### src/rtl/stopwatch_pkg.sv
// Shared types, limits and the BCD mod-60 increment used by the stopwatch.
package stopwatch_pkg;

  typedef enum logic [1:0] {
    RUN    = 2'd0,
    PAUSED = 2'd1,
    ADJUST = 2'd2
  } state_t;

  typedef enum logic {
    FIELD_MIN = 1'b0,
    FIELD_SEC = 1'b1
  } field_t;

  typedef struct packed {
    logic [3:0] tens;
    logic [3:0] ones;
  } bcd_t;

  localparam logic [3:0] ONES_MAX = 4'd9;
  localparam logic [3:0] TENS_MAX = 4'd5;
  localparam bcd_t       BCD_ZERO = '{tens: 4'd0, ones: 4'd0};

  // Out-of-range digits roll to zero, so a corrupted value can never persist.
  function automatic bcd_t bcd_inc(input bcd_t v);
    bcd_t r;
    r = v;
    if (v.ones >= ONES_MAX) begin
      r.ones = 4'd0;
      if (v.tens >= TENS_MAX) r.tens = 4'd0;
      else                    r.tens = v.tens + 4'd1;
    end else begin
      r.ones = v.ones + 4'd1;
    end
    return r;
  endfunction

  function automatic logic bcd_is_last(input bcd_t v);
    return (v.ones == ONES_MAX) && (v.tens == TENS_MAX);
  endfunction

endpackage

### src/rtl/edge_sync.sv
// Synchronizes a slow divider clock into clk and emits a one-cycle pulse per rising edge.
module edge_sync #(
  parameter int SYNC_STAGES = 2
) (
  input  logic clk,
  input  logic rst,
  input  logic din,
  output logic pulse
);

  logic [SYNC_STAGES-1:0] sync_reg;
  logic                   prev_reg;
  logic                   pulse_reg;

  always_ff @(posedge clk or negedge rst) begin
    if (!rst) begin
      sync_reg  <= '0;
      prev_reg  <= 1'b0;
      pulse_reg <= 1'b0;
    end else begin
      sync_reg  <= {sync_reg[SYNC_STAGES-2:0], din};
      prev_reg  <= sync_reg[SYNC_STAGES-1];
      pulse_reg <= sync_reg[SYNC_STAGES-1] & ~prev_reg;
    end
  end

  assign pulse = pulse_reg;

endmodule

### src/rtl/stopwatch_counter.sv
// MM:SS stopwatch with run/pause/adjust modes, counting from synchronized divider ticks.
module stopwatch_counter
  import stopwatch_pkg::*;
#(
  parameter int SYNC_STAGES = 2
) (
  input  logic       clk,
  input  logic       rst,
  input  logic       clk_1hz,
  input  logic       clk_2hz,
  input  logic       pause_btn,
  input  logic       clr,
  input  logic       adj,
  input  logic       sel,
  output logic [3:0] min_t,
  output logic [3:0] min_o,
  output logic [3:0] sec_t,
  output logic [3:0] sec_o,
  output logic       running
);

  logic   tick_1;
  logic   tick_2;
  state_t state_reg, state_next;
  bcd_t   min_reg, min_next;
  bcd_t   sec_reg, sec_next;

  edge_sync #(.SYNC_STAGES(SYNC_STAGES)) u_sync_1hz (
    .clk   (clk),
    .rst   (rst),
    .din   (clk_1hz),
    .pulse (tick_1)
  );

  edge_sync #(.SYNC_STAGES(SYNC_STAGES)) u_sync_2hz (
    .clk   (clk),
    .rst   (rst),
    .din   (clk_2hz),
    .pulse (tick_2)
  );

  always_ff @(posedge clk or negedge rst) begin
    if (!rst) begin
      state_reg <= PAUSED;
      min_reg   <= BCD_ZERO;
      sec_reg   <= BCD_ZERO;
    end else begin
      state_reg <= state_next;
      min_reg   <= min_next;
      sec_reg   <= sec_next;
    end
  end

  always_comb begin
    state_next = state_reg;
    if (adj) begin
      state_next = ADJUST;
    end else begin
      case (state_reg)
        RUN:     if (pause_btn) state_next = PAUSED;
        PAUSED:  if (pause_btn) state_next = RUN;
        default: state_next = PAUSED;
      endcase
    end
  end

  // Time update uses the current state, so a tick landing with pause_btn still counts.
  always_comb begin
    min_next = min_reg;
    sec_next = sec_reg;
    if (clr) begin
      min_next = BCD_ZERO;
      sec_next = BCD_ZERO;
    end else begin
      case (state_reg)
        RUN: begin
          if (tick_1) begin
            sec_next = bcd_inc(sec_reg);
            if (bcd_is_last(sec_reg)) min_next = bcd_inc(min_reg);
          end
        end
        ADJUST: begin
          if (tick_2) begin
            if (field_t'(sel) == FIELD_SEC) sec_next = bcd_inc(sec_reg);
            else                            min_next = bcd_inc(min_reg);
          end
        end
        default: ;
      endcase
    end
  end

  assign min_t   = min_reg.tens;
  assign min_o   = min_reg.ones;
  assign sec_t   = sec_reg.tens;
  assign sec_o   = sec_reg.ones;
  assign running = (state_reg == RUN);

endmodule

### config.mk
export PLATFORM = sky130hd
export DESIGN_NAME = stopwatch_counter
export DESIGN_NICKNAME = d
export VERILOG_FILES = /design/src/rtl/stopwatch_pkg.sv /design/src/rtl/edge_sync.sv /design/src/rtl/stopwatch_counter.sv
export SDC_FILE = /design/constraint.sdc
export NUM_CORES = 1
export LEC_CHECK = 0
export ABC_AREA = 1
export CORE_MARGIN = 2
export CORE_UTILIZATION = 51
export CTS_BUF_LIST = sky130_fd_sc_hd__clkbuf_8 sky130_fd_sc_hd__clkbuf_16
export DETAILED_ROUTE_END_ITERATION = 12
export PLACE_DENSITY = 0.82
export SLEW_MARGIN = 15
export SYNTH_ARGS = -nofsm -noshare
export SYNTH_HDL_FRONTEND = slang
export SYNTH_SLANG_ARGS = --single-unit
### constraint.sdc
create_clock -name clk -period 2.7 [get_ports clk]
set_input_delay 0.405 -clock clk [delete_from_list [all_inputs] [get_ports clk]]
set_output_delay 0.405 -clock clk [all_outputs]
set_load 0.005 [all_outputs]
==> reports/results.ini, run 1 <==
[yosys]
synthTopCellsByArea=dfrtp_1, nand2_1, ha_1, inv_1, o21ai_2
yosys_register_bits=26
syn-num-nets=196
syn_area_per_cell_um2=8.59
netlist_instances=176
netlist_area_mm2=0.00151
ys_seq_area_share_pct=43.1
synth.top_cell.area_share_pct=41.4
yosys_warnings=0
yosysUniqueCellTypes=26
synth.largest_area_cell=dfrtp_1

[global_routing]
grt_pass1_wl_um=5310
grt_antenna_before_repair=0
grt_overflow=0
grt_start_max_net_pins=27
grt_pass1_vias=1265
grt_usage_pct=20.1

[drt]
drt_iter0_markers=46
ant_nets=0
routed-via-count=1237
drcViolationCount=0
drt-total-wl_um=3000
via_per_inst=5.29
drt_first_pass_iters=4
wire_per_inst_um=12.8

[placed_design]
dpl.hpwl_um=2270
place_area_mm2=0.00179
place_congestion=0.771
dp_slack_ps=669
io_buffers=24

[power_and_ir_drop]
power_density_mw_per_mm2=653
ir_drop_mv=0.487
p_leak_nw=0.914

[sta]
fin_crit_ps=1870
tns_ps=0
setup_ws_ps=833
post-route-period-util_pct=69.2
fin_skew_ps=4.44
slew_headroom_pct=71.9
tightest_slew_ps=420
setup_viol=0
max_clock_freq_mhz=536
slew_violations=0
rsz0062_at_grt=no
hold_violations=0
whs_ps=357

[clock_network]
numCtsBuffers=3
ctsLongestPathBuffers=2
cts_max_level=1
clock-root-buffer=clkbuf_8
clkSlewWorstSetupHoldPaths_ps=90
post_cts_resize_count=0
clock-sinks=26
clkLatencyLatePin_ps=270
cts_hold_buffers=0
tritoncts=built
post-cts-setup-buffers=0

[worst_setup_path]
critPathTopFamily=buffers and inverters
path_buf_inv=1
end_kind=primary output
start_kind=flop
cp_max_fo=5
arrival_ps=1460
crit_type=reg -> out
max_stage_delay_ps=540
cp_cell_sequence=nor2_1, clkdlybuf4s50_1
cp.required_ps=2300
cpMaxStageDelayCell=clkdlybuf4s50_1

[floorplan]
coreArea_mm2=0.00278
ioPinCount=25
dieArea_mm2=0.00342
die_w_um=58.5
initial_core_util_pct=54.4
rows=19
die_y_um=58.5

[outcome]
status=finished clean

[cells_and_area]
final_area_mm2=0.00186
layout_commonest_cell=nand2_1
syn_to_final_growth_pct=22.9
n_fill_cell=233
nets=224
antenna_cells=0
final_cell_mix=nand2_1, dfrtp_1, clkdlybuf4s50_1
utilization_pct=66.8
drive_gt1_share_pct=14.8

[flow_run]
drv_cap=0

[min_path]
worstHoldPathType=reg -> reg

[layout make-up]
cell class | count | area (um2) | share of cell area [%]
multi-input combinational | 122 | 749 | 40.3
clock buffer | 3 | 41.3 | 2.22
sequential | 26 | 652 | 35.1
timing repair buffer | 25 | 248 | 13.3
tap | 31 | 38.8 | 2.09
clock inverter | 1 | 30.0 | 1.62
inverter | 26 | 100 | 5.38
[through the flow]
step,total power (W),instances
final,0.00121,234
after global routing,0.00130,234
after CTS,0.00122,234
after detailed placement,0.000897,230
after global placement,0.000870,230
after floorplan,0.000727,176
[cell usage after synthesis]
cell type and count:
a21oi_1 1, buf_4 1, clkbuf_1 1, dfrtp_1 25, dfstp_2 1, ha_1 12, inv_1 23, inv_2 2
inv_4 1, nand2_1 42, nand2_2 5, nand2_4 2, nand3_1 13, nand3_2 3, nand3b_1 1, nand4_1 7
nor2_1 14, nor2_2 1, nor2_4 1, nor2_8 1, nor3_1 1, o21ai_0 1, o21ai_1 3, o21ai_2 8
o21bai_1 1, xor2_1 5
[cell families (layout without fill, tap and decap cells)]
logic type / count (synthesis) / count (layout) / share of synthesized area (%)
and+or+nand+nor: 91 / 91 / 29.9
buffers and inverters: 28 / 55 / 7.36
DFF: 26 / 26 / 43.1
AOI/OAI and AO/OA: 14 / 14 / 6.78
adders and majority gates: 12 / 12 / 9.93
xor gates and xnor gates: 5 / 5 / 2.89
[final timing paths]
kind | to | from | cells after the start | slack, ps
min in group asynchronous | min_o[1] | rst | 2 | 480
hold reg to reg | u_sync_2hz.sync_reg[1] | u_sync_2hz.sync_reg[0] | 0 | 360
setup reg to reg | min_o[2] | sec_o[1] | 7 | 1170
max in group asynchronous | state_reg[0] | rst | 2 | 1910
setup / recovery | running | state_reg[1] | 2 | 830
hold / removal | u_sync_2hz.sync_reg[1] | u_sync_2hz.sync_reg[0] | 0 | 360
[routing by layer]
layer	share of wire, %	track usage (%)	wire [um]	vias to the layer above
li1	-	-	-	613
met1	41	22.5	1240	594
met2	54	38.2	1610	25
met3	3.6	3.52	107	5
met4	1.2	6.64	37	0
met5	0	0	0	-
[report_power, final]
group / switching [W] / internal [W] / total, W
clock network: 0.000127 / 0.000199 / 0.000325
logic: 0.000188 / 0.000183 / 0.000371
registers: 0.0000749 / 0.000442 / 0.000517
total: 0.000390 / 0.000823 / 0.00121
(Power assumes the default switching activity.)
==> run 2: changes to the inputs <==
==> constraint.sdc (replaced) <==
create_clock -name clk -period 1.9 [get_ports clk]
set_input_delay 0.285 -clock clk [delete_from_list [all_inputs] [get_ports clk]]
set_output_delay 0.285 -clock clk [all_outputs]
set_load 0.005 [all_outputs]
==> reports/results.ini, run 2 (same netlist as run 1, synthesis figures left out) <==
[drt]
ant_nets=0  ; unchanged
drt_first_pass_iters=4  ; unchanged
drt_iter0_markers=37  ; -20%
via_per_inst=5.27  ; -0.29%
routed-via-count=1244  ; +0.57%
drt-total-wl_um=3020  ; +0.83%
wire_per_inst_um=12.8  ; about the same
drcViolationCount=0  ; unchanged

[cells_and_area]
syn_to_final_growth_pct=23.9
instances_no_fill=236  ; +0.85%
layout_commonest_cell=nand2_1
antenna_cells=0  ; unchanged
drive_gt1_share_pct=15.6  ; +0.83 points
final_cell_mix=nand2_1, dfrtp_1, clkdlybuf4s50_1
nets=226  ; +0.89%

[worst_setup_path]
crit_type=reg -> out
r2r_start=sec_o[1]
start_kind=flop
ff2ff_path_depth=7  ; unchanged
r2r_slack_ps=300  ; -870 ps
cp.required_ps=1620  ; -680 ps
arrival_ps=1470  ; about the same
rr_endpoint=min_o[3]
end_kind=primary output
cp_max_fo=5  ; unchanged
max_stage_delay_ps=540  ; about the same
cpMaxStageDelayCell=clkdlybuf4s50_1
critPathTopFamily=buffers and inverters
cp_cell_sequence=nor2_1, clkdlybuf4s50_1
path_buf_inv=1  ; unchanged

[power_and_ir_drop]
power_density_mw_per_mm2=921  ; +41%
ir_drop_mv=0.666  ; +37%
p_leak_nw=0.924  ; +1.1%

[sta]
max_clock_freq_mhz=569
hold_violations=0  ; unchanged
rsz0062_at_grt=no
slew_violations=0  ; unchanged
slew_headroom_pct=75.8  ; +3.9 points
fin_skew_ps=4.25  ; -0.197 ps
tightest_slew_ps=362  ; -57.8 ps
tns_ps=0  ; unchanged
fin_crit_ps=1760
setup_viol=0  ; unchanged
post-route-period-util_pct=92.5

[min_path]
worstHoldPathType=in -> async

[clock_network]
clock-sinks=26  ; unchanged
clock-root-buffer=clkbuf_8
cts_max_level=1  ; unchanged
post_cts_resize_count=0  ; unchanged
post-cts-setup-buffers=0  ; unchanged
clkSlewWorstSetupHoldPaths_ps=90  ; about the same
tritoncts=built
numCtsBuffers=3  ; unchanged
clkLatencyLatePin_ps=280  ; about the same
ctsLongestPathBuffers=2  ; unchanged
cts_hold_buffers=0  ; unchanged

[floorplan]
die_w_um=58.5  ; unchanged
coreArea_mm2=0.00278  ; unchanged
ioPinCount=25  ; unchanged
dieArea_mm2=0.00342  ; unchanged
rows=19  ; unchanged
initial_core_util_pct=54.4  ; unchanged
die_y_um=58.5  ; unchanged

[global_routing]
grt_start_max_net_pins=27  ; unchanged
grt_pass1_vias=1158  ; -8.5%
grt_usage_pct=19.4  ; -0.76 points
grt_antenna_before_repair=0  ; unchanged
grt_overflow=0  ; unchanged
grt_pass1_wl_um=5080  ; -4.3%

[placed_design]
place_inst=232  ; +0.87%
io_buffers=24  ; unchanged
place_congestion=0.818  ; +6.1%
dpl.hpwl_um=2300  ; +1.3%

[flow_run]
drv_cap=0  ; unchanged

[outcome]
status=finished clean

run 2: changes by cell type in the layout (fill, tap and decap cells not counted), sizes merged:
cell / delta
buf: +2
run 2: how the worst max path moves through the flow:
stage                to  depth (start not counted)         start  slack (ps)
2_1_floorplan  min_o[2]                          7      sec_o[1]         500
3_3_place_gp   min_o[2]                          8           clr         160
3_5_place_dp   min_o[3]                          8           clr          70
4_1_cts         running                          2  state_reg[1]         150
5_1_grt         running                          2  state_reg[1]         100
6_report        running                          2  state_reg[1]         140
run 2: cell type report:
class                      instances  area [um2]
clock inverter                     1        30.0
tap                               31        38.8
sequential                        26         652
timing repair buffer              27         263
inverter                          26         100
clock buffer                       3        41.3
multi-input combinational        122         749
fill                             233         907
run 2: metrics by stage:
stage / area, um2 / hold slack (ps) / worst slack [ps] / utilization (%) / power [W]
finish: 1870 / 356 / 142 / 67.4 / 0.00173
global route: 1870 / 377 / 98.0 / 67.4 / 0.00185
CTS: 1870 / 362 / 147 / 67.4 / 0.00174
detailed placement: 1800 / 341 / 72.4 / 64.8 / 0.00128
global placement: 1800 / 335 / 159 / 64.8 / 0.00124
floorplan: 1510 / -10.6 / 505 / - / 0.00103
run 2: layer usage:
layer	up-vias	part of all wire [%]	global-route usage (%)
met4	0	1.3	5.65
li1	608	-	-
met2	29	52	36.8
met1	602	43	22.3
met5	-	0	0
met3	5	3.5	2.86
run 2: where the power goes:
part | internal [W] | leakage (nW) | switching, W | total (W)
logic | 0.000264 | 0.555 | 0.000266 | 0.000530
clock network | 0.000282 | 0.0357 | 0.000179 | 0.000462
registers | 0.000628 | 0.333 | 0.000107 | 0.000735
